===== src/rtl/i2c_reg_master.sv =====
// Single-master I2C register sequencer: START, address, register, then either a data write or a
// repeated-START single-byte read, then STOP. Quarter-bit timing honours slave clock stretching.
module i2c_reg_master #(
   parameter int unsigned CLK_DIV = 4
) (
   input  logic       clk,
   input  logic       reset_n,
   input  logic       cmd_valid,
   output logic       cmd_ready,
   input  logic       cmd_rw,
   input  logic [6:0] cmd_dev,
   input  logic [7:0] cmd_reg,
   input  logic [7:0] cmd_wdata,
   output logic       rsp_valid,
   output logic [7:0] rsp_rdata,
   output logic       rsp_nack,
   output logic       scl_drive,
   output logic       sda_drive,
   input  logic       scl_in,
   input  logic       sda_in
);

   typedef enum logic [3:0] {
      StIdle, StStart, StAddrW, StAckA, StReg, StAckR, StWdata, StAckW,
      StRstart, StAddrR, StAckAr, StRdata, StMnack, StStop, StDone
   } state_e;

   localparam logic [7:0] CntLast = 8'(CLK_DIV - 1);

   state_e     state_q, state_d;
   logic [7:0] cnt_q, cnt_d;
   logic [2:0] phase_q, phase_d;
   logic [2:0] bit_q, bit_d;
   logic [7:0] sh_q, sh_d;
   logic       rw_q, rw_d;
   logic [6:0] dev_q, dev_d;
   logic [7:0] reg_q, reg_d;
   logic [7:0] wd_q, wd_d;
   logic       nack_q, nack_d;
   logic [7:0] rdata_q, rdata_d;
   logic [7:0] rsp_rdata_q, rsp_rdata_d;
   logic       rsp_nack_q, rsp_nack_d;

   logic       scl_low, sda_low;
   logic       is_tx, is_ack, is_bit;
   logic [2:0] last_phase;
   logic       tick, phase_done, bit_done, sample;

   always_comb begin
      is_tx  = (state_q == StAddrW) || (state_q == StReg) || (state_q == StWdata) ||
               (state_q == StAddrR);
      is_ack = (state_q == StAckA) || (state_q == StAckR) || (state_q == StAckW) ||
               (state_q == StAckAr);
      is_bit = is_tx || is_ack || (state_q == StRdata) || (state_q == StMnack);
   end

   // Bus drive decode; purely from registered state so reset releases the bus at once.
   always_comb begin
      scl_low = 1'b0;
      sda_low = 1'b0;
      unique case (state_q)
         StStart: begin
            scl_low = (phase_q == 3'd3);
            sda_low = (phase_q >= 3'd2);
         end
         StRstart: begin
            scl_low = (phase_q == 3'd0) || (phase_q == 3'd4);
            sda_low = (phase_q >= 3'd3);
         end
         StStop: begin
            scl_low = (phase_q == 3'd0);
            sda_low = (phase_q <= 3'd1);
         end
         StAddrW, StReg, StWdata, StAddrR: begin
            scl_low = (phase_q < 3'd2);
            sda_low = ~sh_q[7];
         end
         StAckA, StAckR, StAckW, StAckAr, StRdata, StMnack: begin
            scl_low = (phase_q < 3'd2);
         end
         default: ;
      endcase
   end

   assign scl_drive = scl_low;
   assign sda_drive = sda_low;
   assign cmd_ready = (state_q == StIdle);
   assign rsp_valid = (state_q == StDone);
   assign rsp_rdata = rsp_rdata_q;
   assign rsp_nack  = rsp_nack_q;

   // While SCL is released the timer only counts once the line is actually high.
   always_comb begin
      last_phase = (state_q == StRstart) ? 3'd4 : 3'd3;
      tick       = scl_low || scl_in;
      phase_done = tick && (cnt_q == CntLast);
      bit_done   = phase_done && (phase_q == last_phase);
      sample     = is_bit && tick && (phase_q == 3'd3) && (cnt_q == 8'd0);
   end

   always_comb begin
      state_d     = state_q;
      cnt_d       = cnt_q;
      phase_d     = phase_q;
      bit_d       = bit_q;
      sh_d        = sh_q;
      rw_d        = rw_q;
      dev_d       = dev_q;
      reg_d       = reg_q;
      wd_d        = wd_q;
      nack_d      = nack_q;
      rdata_d     = rdata_q;
      rsp_rdata_d = rsp_rdata_q;
      rsp_nack_d  = rsp_nack_q;

      if (state_q == StIdle) begin
         cnt_d   = 8'd0;
         phase_d = 3'd0;
         bit_d   = 3'd0;
         if (cmd_valid) begin
            state_d = StStart;
            rw_d    = cmd_rw;
            dev_d   = cmd_dev;
            reg_d   = cmd_reg;
            wd_d    = cmd_wdata;
            nack_d  = 1'b0;
            rdata_d = 8'd0;
         end
      end else if (state_q == StDone) begin
         state_d = StIdle;
      end else begin
         if (tick) cnt_d = phase_done ? 8'd0 : cnt_q + 8'd1;
         if (phase_done) phase_d = (phase_q == last_phase) ? 3'd0 : phase_q + 3'd1;
         if (sample) begin
            if (is_ack && sda_in) nack_d = 1'b1;
            if (state_q == StRdata) sh_d = {sh_q[6:0], sda_in};
         end
         if (bit_done) begin
            if (is_tx) begin
               sh_d  = {sh_q[6:0], 1'b0};
               bit_d = bit_q + 3'd1;
            end else if (state_q == StRdata) begin
               bit_d = bit_q + 3'd1;
            end
            unique case (state_q)
               StStart: begin
                  state_d = StAddrW;
                  sh_d    = {dev_q, 1'b0};
               end
               StAddrW: if (bit_q == 3'd7) state_d = StAckA;
               StAckA: begin
                  state_d = nack_q ? StStop : StReg;
                  sh_d    = reg_q;
               end
               StReg:   if (bit_q == 3'd7) state_d = StAckR;
               StAckR: begin
                  if (nack_q) begin
                     state_d = StStop;
                  end else if (rw_q) begin
                     state_d = StRstart;
                  end else begin
                     state_d = StWdata;
                     sh_d    = wd_q;
                  end
               end
               StWdata: if (bit_q == 3'd7) state_d = StAckW;
               StAckW:  state_d = StStop;
               StRstart: begin
                  state_d = StAddrR;
                  sh_d    = {dev_q, 1'b1};
               end
               StAddrR: if (bit_q == 3'd7) state_d = StAckAr;
               StAckAr: state_d = nack_q ? StStop : StRdata;
               StRdata: begin
                  if (bit_q == 3'd7) begin
                     state_d = StMnack;
                     rdata_d = sh_q;
                  end
               end
               StMnack: state_d = StStop;
               StStop: begin
                  state_d     = StDone;
                  rsp_rdata_d = rdata_q;
                  rsp_nack_d  = nack_q;
               end
               default: ;
            endcase
         end
      end
   end

   always_ff @(posedge clk or negedge reset_n) begin
      if (!reset_n) begin
         state_q     <= StIdle;
         cnt_q       <= 8'd0;
         phase_q     <= 3'd0;
         bit_q       <= 3'd0;
         sh_q        <= 8'd0;
         rw_q        <= 1'b0;
         dev_q       <= 7'd0;
         reg_q       <= 8'd0;
         wd_q        <= 8'd0;
         nack_q      <= 1'b0;
         rdata_q     <= 8'd0;
         rsp_rdata_q <= 8'd0;
         rsp_nack_q  <= 1'b0;
      end else begin
         state_q     <= state_d;
         cnt_q       <= cnt_d;
         phase_q     <= phase_d;
         bit_q       <= bit_d;
         sh_q        <= sh_d;
         rw_q        <= rw_d;
         dev_q       <= dev_d;
         reg_q       <= reg_d;
         wd_q        <= wd_d;
         nack_q      <= nack_d;
         rdata_q     <= rdata_d;
         rsp_rdata_q <= rsp_rdata_d;
         rsp_nack_q  <= rsp_nack_d;
      end
   end

endmodule

===== config.mk =====
export PLATFORM = sky130hd
export DESIGN_NAME = i2c_reg_master
export DESIGN_NICKNAME = d
export VERILOG_FILES = /design/src/rtl/i2c_reg_master.sv
export SDC_FILE = /design/constraint.sdc
export NUM_CORES = 1
export LEC_CHECK = 0
export BUFFER_PORTS_ARGS = -buffer_cell sky130_fd_sc_hd__buf_2
export CORE_MARGIN = 1
export CORE_UTILIZATION = 65
export CTS_BUF_LIST = sky130_fd_sc_hd__clkbuf_8
export DETAILED_ROUTE_END_ITERATION = 10
export HOLD_SLACK_MARGIN = 0.12
export PLACE_DENSITY = 0.87
export SETUP_SLACK_MARGIN = 0.5
export SYNTH_ARGS = -nofsm -noshare
export SYNTH_HDL_FRONTEND = slang
export SYNTH_SLANG_ARGS = --single-unit

===== constraint.sdc =====
create_clock -name clk -period 5.3 [get_ports clk]
set_input_delay 1.06 -clock clk [delete_from_list [all_inputs] [get_ports clk]]
set_output_delay 1.06 -clock clk [all_outputs]
set_load 0.05 [all_outputs]

==> flow_metrics.env <==
export IMPL_status="completed"
export IMPL_track_usage_pct=30.75
export IMPL_syn_area_per_cell_um2=9.640
export IMPL_crit_slowest_cell="dfrtp_1"
export IMPL_synth_warnings=0
export IMPL_path_cells="nor4bb_1 > buf_4 > a21oi_1 > o221ai_1 > buf_2"
export IMPL_finalSetupViolations=0
export IMPL_drc=0
export IMPL_dp_slack_ps=1710
export IMPL_cts_tree="done"
export IMPL_grt_pass1_wl_mm=14.78
export IMPL_wirelength_met1_mm=3.897
export IMPL_clockRootBuffer="clkbuf_8"
export IMPL_nets=468
export IMPL_clock_sinks=68
export IMPL_wl_met2_mm=4.086
export IMPL_end_kind="output port"
export IMPL_yosysTopAreaCell="dfrtp_1"
export IMPL_synthTopCellsByCount="dfrtp_1, o21ai_0, mux2_2"
export IMPL_ant_nets=0
export IMPL_start_util_pct=68.86
export IMPL_hold_violations=0
export IMPL_tightest_slew_ps=1154
export IMPL_synth_fp_nets=442
export IMPL_synth_seq_cells=68
export IMPL_grt_overflow_total=0
export IMPL_synth_area_leaders="dfrtp_1, mux2_2, o21ai_0"
export IMPL_async_flop_share_pct=100.0
export IMPL_hpwl_mm=6.028
export IMPL_die_y_um=79.31
export IMPL_start_kind="flip-flop"
export IMPL_cts_buffers_inserted=9
export IMPL_post_synth_top_count_cell="dfrtp_1"
export IMPL_antenna_found_initial=0
export IMPL_vias=3318
export IMPL_hp_class="reg2reg"
export IMPL_num_fill_cells=408
export IMPL_area_delta_synth_final_pct=10.05
export IMPL_power_density_nw_per_um2=313.8
export IMPL_p_leak_nw=1.941
export IMPL_clk_pin_slew_ps=70
export IMPL_cts_resized=0
export IMPL_n_antenna_cell=0
export IMPL_first_pass_iters=5
export IMPL_postCtsHoldBufs=0
export IMPL_post_route_min_period_ps=3788
export IMPL_design_die_area_um2=6290
export IMPL_clk_latency_ps=350
export IMPL_clock_skew_ps=8.600
export IMPL_routed_top_layer="met4"
export IMPL_wl_met3_um=631
export IMPL_synth_top_area_share_pct=43.80
export IMPL_seq_area_um2=1702
export IMPL_fmax_mhz=264.0
export IMPL_period_share_pct=71.46
export IMPL_ios=42
export IMPL_cp_required_ps=4240
export IMPL_synth_area_um2=3885
export IMPL_io_buffers=41
export IMPL_finalSetupTns_ps=0
export IMPL_synth_edff_count=0
export IMPL_slowest_delay_ps=990
export IMPL_rsz0062_at_grt="no"
export IMPL_ir_drop_mv=0.2300
export IMPL_fin_ws_ps=1512
export IMPL_cap_violations=0
export IMPL_core_rowCount=27
export IMPL_via_per_inst=6.557
export IMPL_drv_slew=0
export IMPL_cpLargestDelayFamily="flip-flops"
export IMPL_critical_path_class="reg2out"
export IMPL_path_buf_inv=2
export IMPL_cts_htree_levels=3
export IMPL_grt_pass1_vias=3120
export IMPL_grt_max_degree=69
export IMPL_seq_area_frac_synth_pct=43.80
export IMPL_routed_wl_mm=8.839
export IMPL_drive_above_1_share_pct=23.04
export IMPL_synth_cell_types=52
export IMPL_post_cts_buffers=0
export IMPL_wire_per_inst_um=17.47
export IMPL_cp_max_fo=34
export IMPL_place_congestion=0.9207
export IMPL_synthCells=403
export IMPL_arrival_ps=2730
export IMPL_slew_headroom_pct=22.35
export IMPL_clock_tree_buffer_depth=2
export IMPL_dr_first_iter_drc_count=258
export IMPL_die_w_um=79.31
export IMPL_synth_flop_cell="dfrtp_1"
export IMPL_multiInputGateArea_um2=2009
export IMPL_core_area_um2=5642
==> sequential cells by signal (all words and copies together), names as in the netlist <==
register / flops
rsp_rdata: 8
state_q: 4
dev_q: 7
rdata_q: 8
rw_q: 1
nack_q: 1
rsp_nack: 1
cnt_q: 8
sh_q: 8
reg_q: 8
bit_q: 3
wd_q: 8
phase_q: 3
==> area by class of cell <==
type / instances / area share [%]
multi-input cells: 291 / 47.00
flip-flops and latches: 68 / 39.80
repair buffers: 43 / 5.151
clock buffers: 10 / 3.219
well taps: 72 / 2.107
inverters: 16 / 1.405
clock inverters: 6 / 1.317
==> final timing paths <==
path,start,endpoint,slack [ps],cells past startpoint
worst max-delay path,state_q[3],sda_drive,1510,5
worst min-delay path,cnt_q[7],cnt_q[7],500,1
worst max register to register,state_q[3],phase_q[0],1550,8
worst min register to register,cnt_q[7],cnt_q[7],500,1
max in group asynchronous,reset_n,bit_q[2],3840,2
min in group asynchronous,reset_n,cnt_q[3],870,2
==> power breakdown <==
| group | leakage [nW] | internal (mW) | switching, mW | total [mW] |
|---|---|---|---|---|
| clock | 0.109 | 0.226 | 0.199 | 0.425 |
| combinational | 0.929 | 0.101 | 0.187 | 0.288 |
| sequential | 0.904 | 0.558 | 0.0695 | 0.628 |
==> layout by cell type (no fill, tap or decap), types with 5 or more instances in the layout <==
cell	count
dfrtp_1	68
o21ai_0	49
buf_2	41
mux2_2	35
nand2_1	32
a21oi_1	26
inv_1	17
o31ai_1	15
a22oi_1	15
nor2_1	14
nand3_1	10
ha_1	10
clkbuf_8	10
a32o_1	8
o211ai_1	8
nand2b_1	5
nor2b_1	5
==> cells by family (layout without fill, tap and decap cells) <==
| logic type | Yosys count | after routing | synth area share [%] |
|---|---|---|---|
| fa+ha+maj | 10 | 10 | 3.221 |
| xor+xnor | 1 | 1 | 0.2255 |
| mux | 37 | 37 | 11.01 |
| flops | 68 | 68 | 43.80 |
| compound gates | 141 | 141 | 22.83 |
| simple gates | 102 | 102 | 14.43 |
| buf+inv | 44 | 75 | 4.476 |
==> through the flow <==
step	cells	power, mW	cell area, µm²	utilization, %	hold slack, ps
floorplan	403	0.8319	3885	-	447.0
global placement	490	0.9007	4081	72.34	478.0
detailed placement	490	0.9196	4081	72.34	482.1
CTS	506	1.342	4275	75.78	491.1
global route	506	1.410	4275	75.78	515.1
finish	506	1.342	4275	75.78	495.2
==> metal layers <==
metal,vias to the layer above,global-route usage (%)
li1,1555,-
met1,1564,43.18
met2,177,45.34
met3,22,5.057
met4,0,16.91
met5,-,0
No activity file was read; power rests on OpenSTA's default activity.
